===== config.mk =====
export PLATFORM = sky130hd
export DESIGN_NAME = oflow_fsm_write_flat
export DESIGN_NICKNAME = d
export VERILOG_FILES = /design/src/rtl/oflow_fsm_write_if.sv /design/src/rtl/oflow_fsm_write.sv /design/src/flat_wrapper.sv
export SDC_FILE = /design/constraint.sdc
export NUM_CORES = 1
export LEC_CHECK = 0
export CORE_ASPECT_RATIO = 0.75
export CORE_MARGIN = 3
export CORE_UTILIZATION = 39
export CTS_CLUSTER_DIAMETER = 100
export DETAILED_ROUTE_END_ITERATION = 8
export PLACE_DENSITY = 0.67
export SLEW_MARGIN = 10
export SYNTH_ARGS = -nofsm -noshare
export SYNTH_HDL_FRONTEND = slang
export SYNTH_SLANG_ARGS = --single-unit

===== constraint.sdc =====
create_clock -name clk -period 2.95 [get_ports clk]
set_input_delay 0.4425 -clock clk [delete_from_list [all_inputs] [get_ports clk]]
set_output_delay 0.4425 -clock clk [all_outputs]
set_load 0.005 [all_outputs]

===== src/rtl/oflow_fsm_write_if.sv =====
// oflow_fsm_write_if
// Line handshake and buffer write bus between upstream, the write controller
// and the history frame buffer.
//   data_valid, last_line : upstream offers a line / marks end of frame
//   ready                 : controller accepts lines (write_st)
//   we, wr_slot, wr_addr  : buffer write enable, slot index and line offset
// The controller uses the slave modport; the upstream/buffer side uses master.
interface oflow_fsm_write_if #(
  parameter int ADDR_WIDTH = 6,
  parameter int SLOT_WIDTH = 3
);
  logic                  data_valid;
  logic                  last_line;
  logic                  ready;
  logic                  we;
  logic [SLOT_WIDTH-1:0] wr_slot;
  logic [ADDR_WIDTH-1:0] wr_addr;

  modport slave (
    input  data_valid,
    input  last_line,
    output ready,
    output we,
    output wr_slot,
    output wr_addr
  );

  modport master (
    output data_valid,
    output last_line,
    input  ready,
    input  we,
    input  wr_slot,
    input  wr_addr
  );
endinterface


===== src/rtl/oflow_fsm_write.sv =====
// oflow_fsm_write
// Write-side controller of the optical-flow history frame buffer. Accepts the
// lines of one frame, writes them to consecutive offsets of slot
// frame_num % max(num_of_history_frames,1) and records the line count of that
// slot in end_pointers for the read FSM.
// Ports:
//   clk                   : clock, all logic on posedge
//   reset_N               : asynchronous reset, active high
//   frame_num             : serial number of the frame, sampled on start
//   num_of_history_frames : slot modulus, sampled on start (0 behaves as 1)
//   start_write           : one-cycle pulse beginning a frame (idle only)
//   bus                   : line handshake + buffer write bus (slave side)
//   end_pointers          : per-slot line count, 0 = empty slot
//   done_write            : one-cycle pulse in the commit cycle
//   overflow              : sticky, frame truncated at capacity
module oflow_fsm_write #(
  parameter int ADDR_WIDTH                  = 6,
  parameter int NUM_SLOTS                   = 5,
  parameter int SLOT_WIDTH                  = 3,
  parameter int TOTAL_FRAME_NUM_WIDTH       = 8,
  parameter int NUM_OF_HISTORY_FRAMES_WIDTH = 4
) (
  input  logic                                   clk,
  input  logic                                   reset_N,
  input  logic [TOTAL_FRAME_NUM_WIDTH-1:0]       frame_num,
  input  logic [NUM_OF_HISTORY_FRAMES_WIDTH-1:0] num_of_history_frames,
  input  logic                                   start_write,
  oflow_fsm_write_if.slave                       bus,
  output logic [ADDR_WIDTH-1:0]                  end_pointers [NUM_SLOTS],
  output logic                                   done_write,
  output logic                                   overflow
);

  // Offset of the last line a slot can hold; writing it ends the frame so the
  // count never exceeds 2^ADDR_WIDTH-1.
  localparam logic [ADDR_WIDTH-1:0] LAST_ADDR = {{(ADDR_WIDTH-1){1'b1}}, 1'b0};

  typedef enum logic [1:0] {
    idle_st   = 2'd0,
    write_st  = 2'd1,
    commit_st = 2'd2
  } state_t;

  state_t                             state_r;
  state_t                             state_s;
  logic [SLOT_WIDTH-1:0]              slot_r;
  logic [ADDR_WIDTH-1:0]              line_cnt_r;
  logic [ADDR_WIDTH-1:0]              next_cnt_s;
  logic                               we_s;
  logic                               commit_s;
  logic                               ovf_set_s;
  logic [NUM_OF_HISTORY_FRAMES_WIDTH-1:0] modulus_s;
  logic [TOTAL_FRAME_NUM_WIDTH-1:0]   modulus_wide_s;
  logic [TOTAL_FRAME_NUM_WIDTH-1:0]   remainder_s;
  logic [SLOT_WIDTH-1:0]              start_slot_s;

  // Slot selected by the frame serial number; a zero modulus acts as 1.
  always_comb begin
    modulus_s      = num_of_history_frames;
    if (num_of_history_frames == {NUM_OF_HISTORY_FRAMES_WIDTH{1'b0}}) begin
      modulus_s = {{(NUM_OF_HISTORY_FRAMES_WIDTH-1){1'b0}}, 1'b1};
    end else begin
      modulus_s = num_of_history_frames;
    end
    modulus_wide_s = TOTAL_FRAME_NUM_WIDTH'(modulus_s);
    remainder_s    = frame_num % modulus_wide_s;
    start_slot_s   = SLOT_WIDTH'(remainder_s);
  end

  // Next state, frame termination and capacity truncation.
  always_comb begin
    state_s   = state_r;
    we_s      = 1'b0;
    commit_s  = 1'b0;
    ovf_set_s = 1'b0;
    case (state_r)
      idle_st: begin
        if (start_write) begin
          state_s = write_st;
        end else begin
          state_s = idle_st;
        end
      end
      write_st: begin
        we_s = bus.data_valid;
        if (bus.data_valid) begin
          if (bus.last_line) begin
            commit_s = 1'b1;
          end else if (line_cnt_r == LAST_ADDR) begin
            // Slot full: this line is forced to be the last one.
            commit_s  = 1'b1;
            ovf_set_s = 1'b1;
          end else begin
            commit_s = 1'b0;
          end
        end else if (bus.last_line) begin
          // End of frame without a line (empty frame or trailing marker).
          commit_s = 1'b1;
        end else begin
          commit_s = 1'b0;
        end
        if (commit_s) begin
          state_s = commit_st;
        end else begin
          state_s = write_st;
        end
      end
      commit_st: state_s = idle_st;
      default:   state_s = idle_st;
    endcase
  end

  // Count after the current cycle's write, used for the pointer commit.
  always_comb begin
    if (we_s) begin
      next_cnt_s = line_cnt_r + {{(ADDR_WIDTH-1){1'b0}}, 1'b1};
    end else begin
      next_cnt_s = line_cnt_r;
    end
  end

  // Handshake and write bus outputs; address/slot are held at 0 outside a frame.
  always_comb begin
    bus.ready   = 1'b0;
    bus.we      = 1'b0;
    bus.wr_slot = {SLOT_WIDTH{1'b0}};
    bus.wr_addr = {ADDR_WIDTH{1'b0}};
    done_write  = 1'b0;
    if (state_r == write_st) begin
      bus.ready   = 1'b1;
      bus.we      = we_s;
      bus.wr_slot = slot_r;
      bus.wr_addr = line_cnt_r;
    end else begin
      done_write = (state_r == commit_st);
    end
  end

  // State register.
  always_ff @(posedge clk or posedge reset_N) begin
    if (reset_N) begin
      state_r <= idle_st;
    end else begin
      state_r <= state_s;
    end
  end

  // Frame context, line counter, overflow flag and per-slot line counts.
  always_ff @(posedge clk or posedge reset_N) begin
    if (reset_N) begin
      slot_r     <= {SLOT_WIDTH{1'b0}};
      line_cnt_r <= {ADDR_WIDTH{1'b0}};
      overflow   <= 1'b0;
      for (int i = 0; i < NUM_SLOTS; i++) begin
        end_pointers[i] <= {ADDR_WIDTH{1'b0}};
      end
    end else if (state_r == idle_st && start_write) begin
      slot_r     <= start_slot_s;
      line_cnt_r <= {ADDR_WIDTH{1'b0}};
      overflow   <= 1'b0;
    end else begin
      line_cnt_r <= next_cnt_s;
      if (ovf_set_s) begin
        overflow <= 1'b1;
      end
      if (commit_s) begin
        for (int i = 0; i < NUM_SLOTS; i++) begin
          if (slot_r == SLOT_WIDTH'(i)) begin
            end_pointers[i] <= next_cnt_s;
          end
        end
      end
    end
  end

endmodule


===== src/flat_wrapper.sv =====
// flat-port wrapper written by rule: the top's interface ports become plain ports
module oflow_fsm_write_flat 
#(
  parameter int ADDR_WIDTH                  = 6,
  parameter int NUM_SLOTS                   = 5,
  parameter int SLOT_WIDTH                  = 3,
  parameter int TOTAL_FRAME_NUM_WIDTH       = 8,
  parameter int NUM_OF_HISTORY_FRAMES_WIDTH = 4
)
  (clk, reset_N, frame_num, num_of_history_frames, start_write, end_pointers, done_write, overflow, bus_data_valid, bus_last_line, bus_ready, bus_we, bus_wr_slot, bus_wr_addr);
  oflow_fsm_write_if #(.ADDR_WIDTH(ADDR_WIDTH), .SLOT_WIDTH(SLOT_WIDTH)) bus_i ();
  input  logic clk;
  input  logic reset_N;
  input  logic [TOTAL_FRAME_NUM_WIDTH-1:0] frame_num;
  input  logic [NUM_OF_HISTORY_FRAMES_WIDTH-1:0] num_of_history_frames;
  input  logic start_write;
  output logic [ADDR_WIDTH-1:0] end_pointers[NUM_SLOTS];
  output logic done_write;
  output logic overflow;
  input wire logic [$bits(bus_i.data_valid)-1:0] bus_data_valid;
  input wire logic [$bits(bus_i.last_line)-1:0] bus_last_line;
  output wire logic [$bits(bus_i.ready)-1:0] bus_ready;
  output wire logic [$bits(bus_i.we)-1:0] bus_we;
  output wire logic [$bits(bus_i.wr_slot)-1:0] bus_wr_slot;
  output wire logic [$bits(bus_i.wr_addr)-1:0] bus_wr_addr;
  assign bus_i.data_valid = bus_data_valid;
  assign bus_i.last_line = bus_last_line;
  assign bus_ready = bus_i.ready;
  assign bus_we = bus_i.we;
  assign bus_wr_slot = bus_i.wr_slot;
  assign bus_wr_addr = bus_i.wr_addr;
  oflow_fsm_write #(.ADDR_WIDTH(ADDR_WIDTH), .NUM_SLOTS(NUM_SLOTS), .SLOT_WIDTH(SLOT_WIDTH), .TOTAL_FRAME_NUM_WIDTH(TOTAL_FRAME_NUM_WIDTH), .NUM_OF_HISTORY_FRAMES_WIDTH(NUM_OF_HISTORY_FRAMES_WIDTH)) u_core (.clk(clk), .reset_N(reset_N), .frame_num(frame_num), .num_of_history_frames(num_of_history_frames), .start_write(start_write), .bus(bus_i), .end_pointers(end_pointers), .done_write(done_write), .overflow(overflow));
endmodule

==> metrics.md, run 1 <==
| Metric | Value |
|---|---|
| Status | finished with violations |
| Failing checks | negative setup slack |
| Gpl congestion | 0.875 |
| Total Routing Usage GR | 22.5% |
| Mux contribution to synthesized area | approximately 5.4% |
| Die Width | ~110 um |
| Root Driver | clkbuf_8 |
| Largest net degree at the start of global routing | 43 |
| Crit path launch type | input pin |
| YS warnings | 0 |
| Synth Register Bits | 42 |
| Number of port buffers | 59 |
| Initial DRC Count | between 100 and 150 |
| Combinational family with the most area after synthesis | simple AND/OR/NAND/NOR gates |
| Die ar. | 0.00909 sq mm |
| Critical Path Most Common Cell | buf_4 |
| Sequential Area | roughly 0.0011 sq mm |
| Residual DRC | 0 |
| R2R setup slack | just under 0.8 ns |
| Drt wl/cell | between 15 and 20 um |
| Final ANT Viol Nets | 0 |
| Xor-xnor portion of the synthesized cell area | between 5 and 6% |
| Adder-cell share of the synthesized area | 9.49% |
| FMAX | 98.3 MHz |
| Clock transition at the registers of the reported paths | approximately 0.080 ns |
| RSZ-0062 raised after global routing | true |
| I/O Pins | 60 |
| Final net count | 570 |
| Number of enable flip-flop cells after synthesis | 0 |
| Mapped Area | 0.00311 sq mm |
| R2R cell count | 11 |
| Area of the core | 0.00753 sq mm |
| Layout Cells excl Fill | between 600 and 700 |
| Synth async-reset ratio | 100% |
| Slew headroom | 50.5% |
| Max-Cap Viols | 0 |
| Critical Path RT | about 3.1 ns |
| Compound-Gate Fraction of Synth Area | between 20% and 30% |
| Skew final | roughly 0.011 ns |
| Critical path type | input pin to register |
| First-pass GRT wire length | 16200 um |
| Gr ovfl total | 0 |
| Final hold vios | 0 |
| Chip height | about 83 um |
| DR vias | 3269 |
| Area grow syn2layout | 62.1% |
| Drt pass-1 iters | 4 |
| Final setup viols | 3 |
| Share of the synthesized area in the top cell type | roughly 34% |
| Reg-to-reg critical path endpoint | u_core.end_pointers[14]$_DFFE_PP0P_ |
| Hold Crit Start | u_core.end_pointers[8]$_DFFE_PP0P_ |
| Ratio of cells with drive above 1 in the final layout | 36.7% |
| Worst-path fanout max | 5 |
| VDD IR max | around 510 uV |
| DR vias/cell | ~5.2 |
| Synth Area in Simple Gates | a little over a fifth |
| Most used flip-flop cell after synthesis | dfrtp_1 |
| Synth Instances | around 350 |
| Hold path endpoint | u_core.end_pointers[8]$_DFFE_PP0P_ |
| Synth unique cells | between 60 and 70 |
| Reg-to-Reg Start | u_core.line_cnt_r[0]$_DFF_PP0_ |
| Area occupied by multi-input gates | 0.00216 sq mm |
| Area leader, netlist | dfrtp_1 |
| Syn Area/Cell | 8.99 sq um |
| Clk buf depth | 2 |
| Pin slew with the least headroom to its limit | ~0.74 ns |
| Initial antenna violation count | 0 |
| Area contributors post-synth | dfrtp_1 34%, ha_1 8.8%, nor2_1 5.4%, a21oi_1 4.8%, mux2_2 3.6% |
| Insertion delay to the later sink of the worst-skew pair | a little under 0.3 ns |
| Final period util | 345% |
| Hold-fix buffers at CTS | 0 |
| Slew Limit Fails | 0 |
| Hold depth | 2 |
| Worst Hold Margin | approximately 0.48 ns |
| TritonCTS buffer count | 5 |
| Final Critical Period | roughly 10 ns |
| Antenna cells | 0 |
| Vias in the first global route | 3297 |
| Hold Path Class | register to register |
| Dpl hpwl | roughly 7500 um |
| Leakage | 0.00232 uW |
| Post-synthesis sequential area ratio | 33.8% |
| Clock Sinks | between 40 and 50 |
| Crit-path slowest cell | or3_4 |
| WL final | roughly 10000 um |
| Critical Path AT | ~10 ns |
| CTS tree | done |
| CP max stage delay | about 0.37 ns |
| CP endpoint kind | register |
| Fill count | roughly 610 |
| Power per cell area | approximately 950 mW/mm^2 |
| Rows | 27 |
| Initial core utilization | just over 40% |
| H-Tree Depth | 2 |
| Final setup margin | -7.22 ns |
| Syn nets | around 390 |
| Post-Place Cells | ~600 |
[sequential cells by signal, indices dropped and copies added (netlist names)]
| name | cells |
|---|---|
| u_core.overflow | 1 |
| u_core.state_r | 2 |
| u_core.end_pointers | 30 |
| u_core.slot_r | 3 |
| u_core.line_cnt_r | 6 |
[synthesized netlist by cell type, types with 2 or more instances]
cell type  number
a21oi_1        30
a22o_1          2
o31ai_1         2
nand4_1         3
mux2i_1         4
nand3_1        11
buf_2           2
nand2_1        25
a211oi_1        4
and2_1         11
mux2_2         10
or3_1           5
a31oi_1         5
nor3_1          3
nand3b_1        3
xnor2_1         8
a21o_1          8
xor2_1         12
dfrtp_1        42
o21bai_1        3
o211ai_1        5
clkbuf_1        6
nor2_1         45
or4_1           2
ha_1           22
nand2b_1        2
o21ai_1         2
nor4b_1         2
inv_1          18
nor2b_1         3
o21ai_0        15
[per-stage QoR]
| step | setup slack, ns | util, % | total power [uW] | TNS, ns | cell area, sq um |
|---|---|---|---|---|---|
| after floorplan | -7.29 | - | 2700 | -21.80 | 3220 |
| after global placement | -7.42 | 60.7 | 4020 | -22.21 | 4570 |
| after detailed placement | -7.80 | 60.7 | 4130 | -23.25 | 4570 |
| after CTS | -7.00 | 64.8 | 4670 | -20.86 | 4880 |
| after global routing | -7.81 | 66.9 | 5150 | -23.26 | 5040 |
| final | -7.22 | 66.9 | 4780 | -21.53 | 5040 |
[worst max-delay path, delay by kind of cell]
family	cells	cell delay (ns)
simple gates	9	1.07
mux	3	0.84
fa+ha+maj	6	1.72
compound gates	20	3.38
buf+inv	20	2.48
xor+xnor	2	0.39
[where the power goes]
part	internal (uW)	leakage [uW]	switching (uW)	total (uW)
Combinational	1970	0.00173	1490	3460
Clock	189	0.0000482	180	369
Sequential	785	0.000540	168	953
Total	2940	0.00232	1840	4780
[what timing repair did]
item / in CTS / in global routing
gates resized for setup: 16 / 15
pin swaps: 20 / 20
setup endpoints to repair: 3 / 3
setup buffers: 28 / 10
hold endpoints to repair: 0 / 0
[placed cells by master (no fill, tap or decap), drive strengths merged, types with 2 or more instances in the layout]
master	n
buf	131
clkdlybuf4s50	56
nor2	45
dfrtp	42
a21oi	30
nand2	25
ha	22
inv	18
o21ai	18
xor2	12
and2	11
nand3	11
mux2	11
xnor2	8
a21o	8
clkbuf	7
a31oi	6
o211ai	5
or3	5
a211oi	4
nand4	4
mux2i	4
nor3	4
nand3b	3
nor2b	3
o21bai	3
or4	3
nand2b	2
nor4b	2
a22o	2
o311ai	2
o31ai	2
or4b	2
and3	2
a2111oi	2
[layer usage]
layer / GRT usage, % / share of wire [%]
met1: 31.4 / 47
met2: 36.5 / 47
met3: 3.50 / 4.8
met4: 4.70 / 1.2
met5: 0 / 0
[layout make-up]
type / instances / area share [%]
clock inverter: 1 / 0.0993
sequential: 42 / 20.8
inverter: 18 / 1.34
multi-input combinational: 276 / 42.9
timing repair buffer: 187 / 30.6
clock buffer: 7 / 1.71
tap: 101 / 2.51
[worst max-delay path by stage]
stage | startpoint | endpoint | slack, ns | cells after the start
2_1_floorplan | num_of_history_frames[3] | u_core.slot_r[1]$_DFFE_PP0P_ | -7.29 | 49
3_3_place_gp | num_of_history_frames[3] | u_core.slot_r[2]$_DFFE_PP0P_ | -7.42 | 50
3_5_place_dp | num_of_history_frames[3] | u_core.slot_r[1]$_DFFE_PP0P_ | -7.80 | 50
4_1_cts | num_of_history_frames[3] | u_core.slot_r[1]$_DFFE_PP0P_ | -7.00 | 49
5_1_grt | num_of_history_frames[3] | u_core.slot_r[1]$_DFFE_PP0P_ | -7.81 | 53
6_report | num_of_history_frames[3] | u_core.slot_r[1]$_DFFE_PP0P_ | -7.22 | 60
[cell families (layout without fill, tap and decap cells)]
family	Yosys count	after routing
xor+xnor	20	20
fa+ha+maj	23	23
mux	15	15
compound gates	90	90
flops	42	42
buf+inv	28	213
simple gates	128	128
Note: power is estimated with default switching activity, not from simulation.
==> run 2, diff against run 1 <==
--- a/config.mk
+++ b/config.mk
@@ -5,6 +5,7 @@
 export SDC_FILE = /design/constraint.sdc
 export NUM_CORES = 1
 export LEC_CHECK = 0
+export CAP_MARGIN = 40
 export CORE_ASPECT_RATIO = 0.75
 export CORE_MARGIN = 3
 export CORE_UTILIZATION = 39
==> results of run 2 <==
The final DEF is identical to that of run 1; final timing and power are the same.
==> run 3, diff against run 2 <==
--- a/config.mk
+++ b/config.mk
@@ -7,11 +7,9 @@
 export LEC_CHECK = 0
 export CAP_MARGIN = 40
 export CORE_ASPECT_RATIO = 0.75
-export CORE_MARGIN = 3
 export CORE_UTILIZATION = 39
 export CTS_CLUSTER_DIAMETER = 100
 export DETAILED_ROUTE_END_ITERATION = 8
-export PLACE_DENSITY = 0.67
 export SLEW_MARGIN = 10
 export SYNTH_ARGS = -nofsm -noshare
 export SYNTH_HDL_FRONTEND = slang
==> metrics.md, run 3 (synthesis results as in run 1) <==
| Metric | Value |
|---|---|
| Status | finished with violations |
| Failing checks | negative setup slack |
| Die Width | 105 um (-3.7%) |
| CP bufs+invs | 1 (-95%) |
| Commonest cells after routing, fill and taps aside | 107 x buf_4, 56 x clkdlybuf4s50_1, 43 x nor2_1 |
| Total chip power | 4880 uW (+2.0%) |
| DR vias | 3107 (-5.0%) |
| WL final | 9430 um (-7.7%) |
| Most common cell after layout, fill and taps aside | buf_4 |
| Reg-to-reg critical path endpoint | u_core.end_pointers[17]$_DFFE_PP0P_ |
| I/O Pins | 60 (unchanged) |
| Largest regs | u_core.end_pointers (30), u_core.line_cnt_r (6), u_core.slot_r (3) |
| Slew Limit Fails | 0 (unchanged) |
| Skew final | 0.0126 ns (+0.00163 ns) |
| Vias in the first global route | 2988 (-9.4%) |
| Chip height | 79.3 um (-4.8%) |
| Initial DRC Count | 161 (+19%) |
| M2 GR Usage | 36.4% (-0.097 points) |
| Setup crit start | num_of_history_frames[3] |
| Gpl congestion | 0.922 (+5.3%) |
| RSZ-0062 raised after global routing | true |
| Reg-to-Reg Start | u_core.line_cnt_r[0]$_DFF_PP0_ |
| Critical Path AT | 10.33 ns (about the same) |
| Fill count | 652 (+6.5%) |
| M1 GR Usage | 35.3% (+3.9 points) |
| Number of port buffers | 59 (unchanged) |
| Crit path depth | 49 (-18%) |
| Final ANT Viol Nets | 0 (unchanged) |
| Top Usage Layer GRT | met2 |
| Pin slew with the least headroom to its limit | 0.742 ns (+0.00434 ns) |
| Die ar. | 0.00834 sq mm (-8.3%) |
| Hold Path Class | register to register |
| Crit path to | u_core.slot_r[2]$_DFFE_PP0P_ |
| CTS tree | done |
| Max-Cap Viols | 0 (unchanged) |
| H-Tree Depth | 2 (unchanged) |
| CP max stage delay | 0.47 ns (+0.10 ns) |
| Dpl hpwl | 7360 um (-1.5%) |
| Clock Sinks | 42 (unchanged) |
| Final hold vios | 0 (unchanged) |
| Area grow syn2layout | 57.9% |
| Hold-fix buffers at CTS | 0 (unchanged) |
| CP endpoint kind | register |
| Total Routing Usage GR | 23.6% (+1.1 points) |
| Setup TNS | -21.34 ns (+0.198 ns) |
| Insertion delay to the later sink of the worst-skew pair | 0.29 ns (about the same) |
| Crit-path slowest cell | or4b_1 |
| Largest net degree at the start of global routing | 43 (unchanged) |
| Root Driver | clkbuf_8 |
| Final period util | 344% (-0.65 points) |
| R2R cell count | 11 (unchanged) |
| Drt wl/cell | 15.4 um (-4.7%) |
| Area of the core | 0.00753 sq mm (unchanged) |
| TritonCTS buffer count | 5 (unchanged) |
| Final setup margin | -7.20 ns (+0.0191 ns) |
| Residual DRC | 0 (unchanged) |
| Crit path launch type | input pin |
| First-pass GRT wire length | 15300 um (-5.6%) |
| Ratio of cells with drive above 1 in the final layout | 34.1% (-2.7 points) |
| Worst-path fanout max | 5 (unchanged) |
| VDD IR max | 487 uV (-5.3%) |
| Critical Path RT | 3.13 ns (+0.02 ns) |
| DR vias/cell | 5.08 (-1.8%) |
| Biggest register | u_core.end_pointers |
| Crit path max-delay family | compound AO/OA/AOI/OAI gates |
| R2R setup slack | 0.80 ns (+0.02 ns) |
| GR Layer Usage met3 | 4.02% (+0.53 points) |
| Initial antenna violation count | 0 (unchanged) |
| Antenna cells | 0 (unchanged) |
| Final Critical Period | 10.15 ns (-0.0191 ns) |
| Final net count | 550 (-3.5%) |
| Hold depth | 2 (unchanged) |
| Area occupied by multi-input gates | 0.00216 sq mm (-0.12%) |
| Clk buf depth | 2 (unchanged) |
| Drt pass-1 iters | 4 (unchanged) |
| Leakage | 0.00223 uW (-3.8%) |
| Clock transition at the registers of the reported paths | 0.08 ns (about the same) |
| Slew headroom | 50.2% (-0.29 points) |
| Gr ovfl total | 0 (unchanged) |
| Initial core utilization | 41.3% (unchanged) |
| Worst Hold Margin | 0.491 ns (+0.00859 ns) |
| Largest register FFs | 30 (unchanged) |
| Power per cell area | 993 mW/mm^2 (+4.8%) |
| Sequential Area | 0.00105 sq mm (unchanged) |
| FMAX | 98.5 MHz (+0.19%) |
| Rows | 27 (unchanged) |
| Final setup viols | 3 (unchanged) |
| Critical path type | input pin to register |
-- run 3: changes by cell type in the layout (fill, tap and decap cells not counted), sizes merged --
cell      previous run  this run
buf                131       111
bufinv               0         1
clkbuf               7         6
clkinv               1         0
clkinvlp             0         1
-- run 3: final cells by class --
cell class / instances / area share, %
timing repair buffer: 167 / 28.4
inverter: 18 / 1.38
clock inverter: 2 / 0.764
clock buffer: 6 / 1.48
tap: 101 / 2.57
multi-input combinational: 276 / 44.0
sequential: 42 / 21.4
-- run 3: worst reg2reg max path, delay by kind of cell, from the launching register on --
| family | cells | cell delay, ns |
|---|---|---|
| AOI/OAI and AO/OA | 2 | 0.60 |
| DFF | 1 | 0.43 |
| and+or+nand+nor | 6 | 0.49 |
| buffers and inverters | 2 | 0.27 |
| adders and majority gates | 1 | 0.20 |
-- run 3: worst min-delay path by stage --
stage	start	endpoint	slack (ns)
global route	u_core.end_pointers[11]$_DFFE_PP0P_	u_core.end_pointers[11]$_DFFE_PP0P_	0.52
finish	u_core.end_pointers[6]$_DFFE_PP0P_	u_core.end_pointers[6]$_DFFE_PP0P_	0.49
detailed placement	u_core.end_pointers[6]$_DFFE_PP0P_	u_core.end_pointers[6]$_DFFE_PP0P_	0.47
CTS	u_core.end_pointers[6]$_DFFE_PP0P_	u_core.end_pointers[6]$_DFFE_PP0P_	0.49
global placement	u_core.end_pointers[10]$_DFFE_PP0P_	u_core.end_pointers[10]$_DFFE_PP0P_	0.46
floorplan	u_core.end_pointers[10]$_DFFE_PP0P_	u_core.end_pointers[10]$_DFFE_PP0P_	0.47
-- run 3: timing repair --
action                     4_1_cts  5_1_grt
buffers inserted                11       10
setup endpoints to repair        3        3
resized for setup               16       17
gates cloned                     0        0
pin swaps                        4       18
-- run 3: report_power, final --
part | internal (uW) | switching (uW)
sequential | 785 | 155
clock | 253 | 199
combinational | 1970 | 1520
-- run 3: layer usage --
| layer | vias to the layer above | wire length, um |
|---|---|---|
| met5 | - | 0 |
| met4 | 0 | 31 |
| met3 | 4 | 479 |
| met2 | 68 | 4050 |
| met1 | 1468 | 4860 |
| li1 | 1567 | - |
-- run 3: metrics by stage --
step	worst slack, ns	util (%)	std cells	cell area (sq um)
floorplan	-7.29	-	346	3220
global placement	-7.55	60.5	584	4560
detailed placement	-7.89	60.5	584	4560
CTS	-7.14	63.1	603	4760
global route	-7.72	65.2	612	4910
finish	-7.20	65.2	612	4910
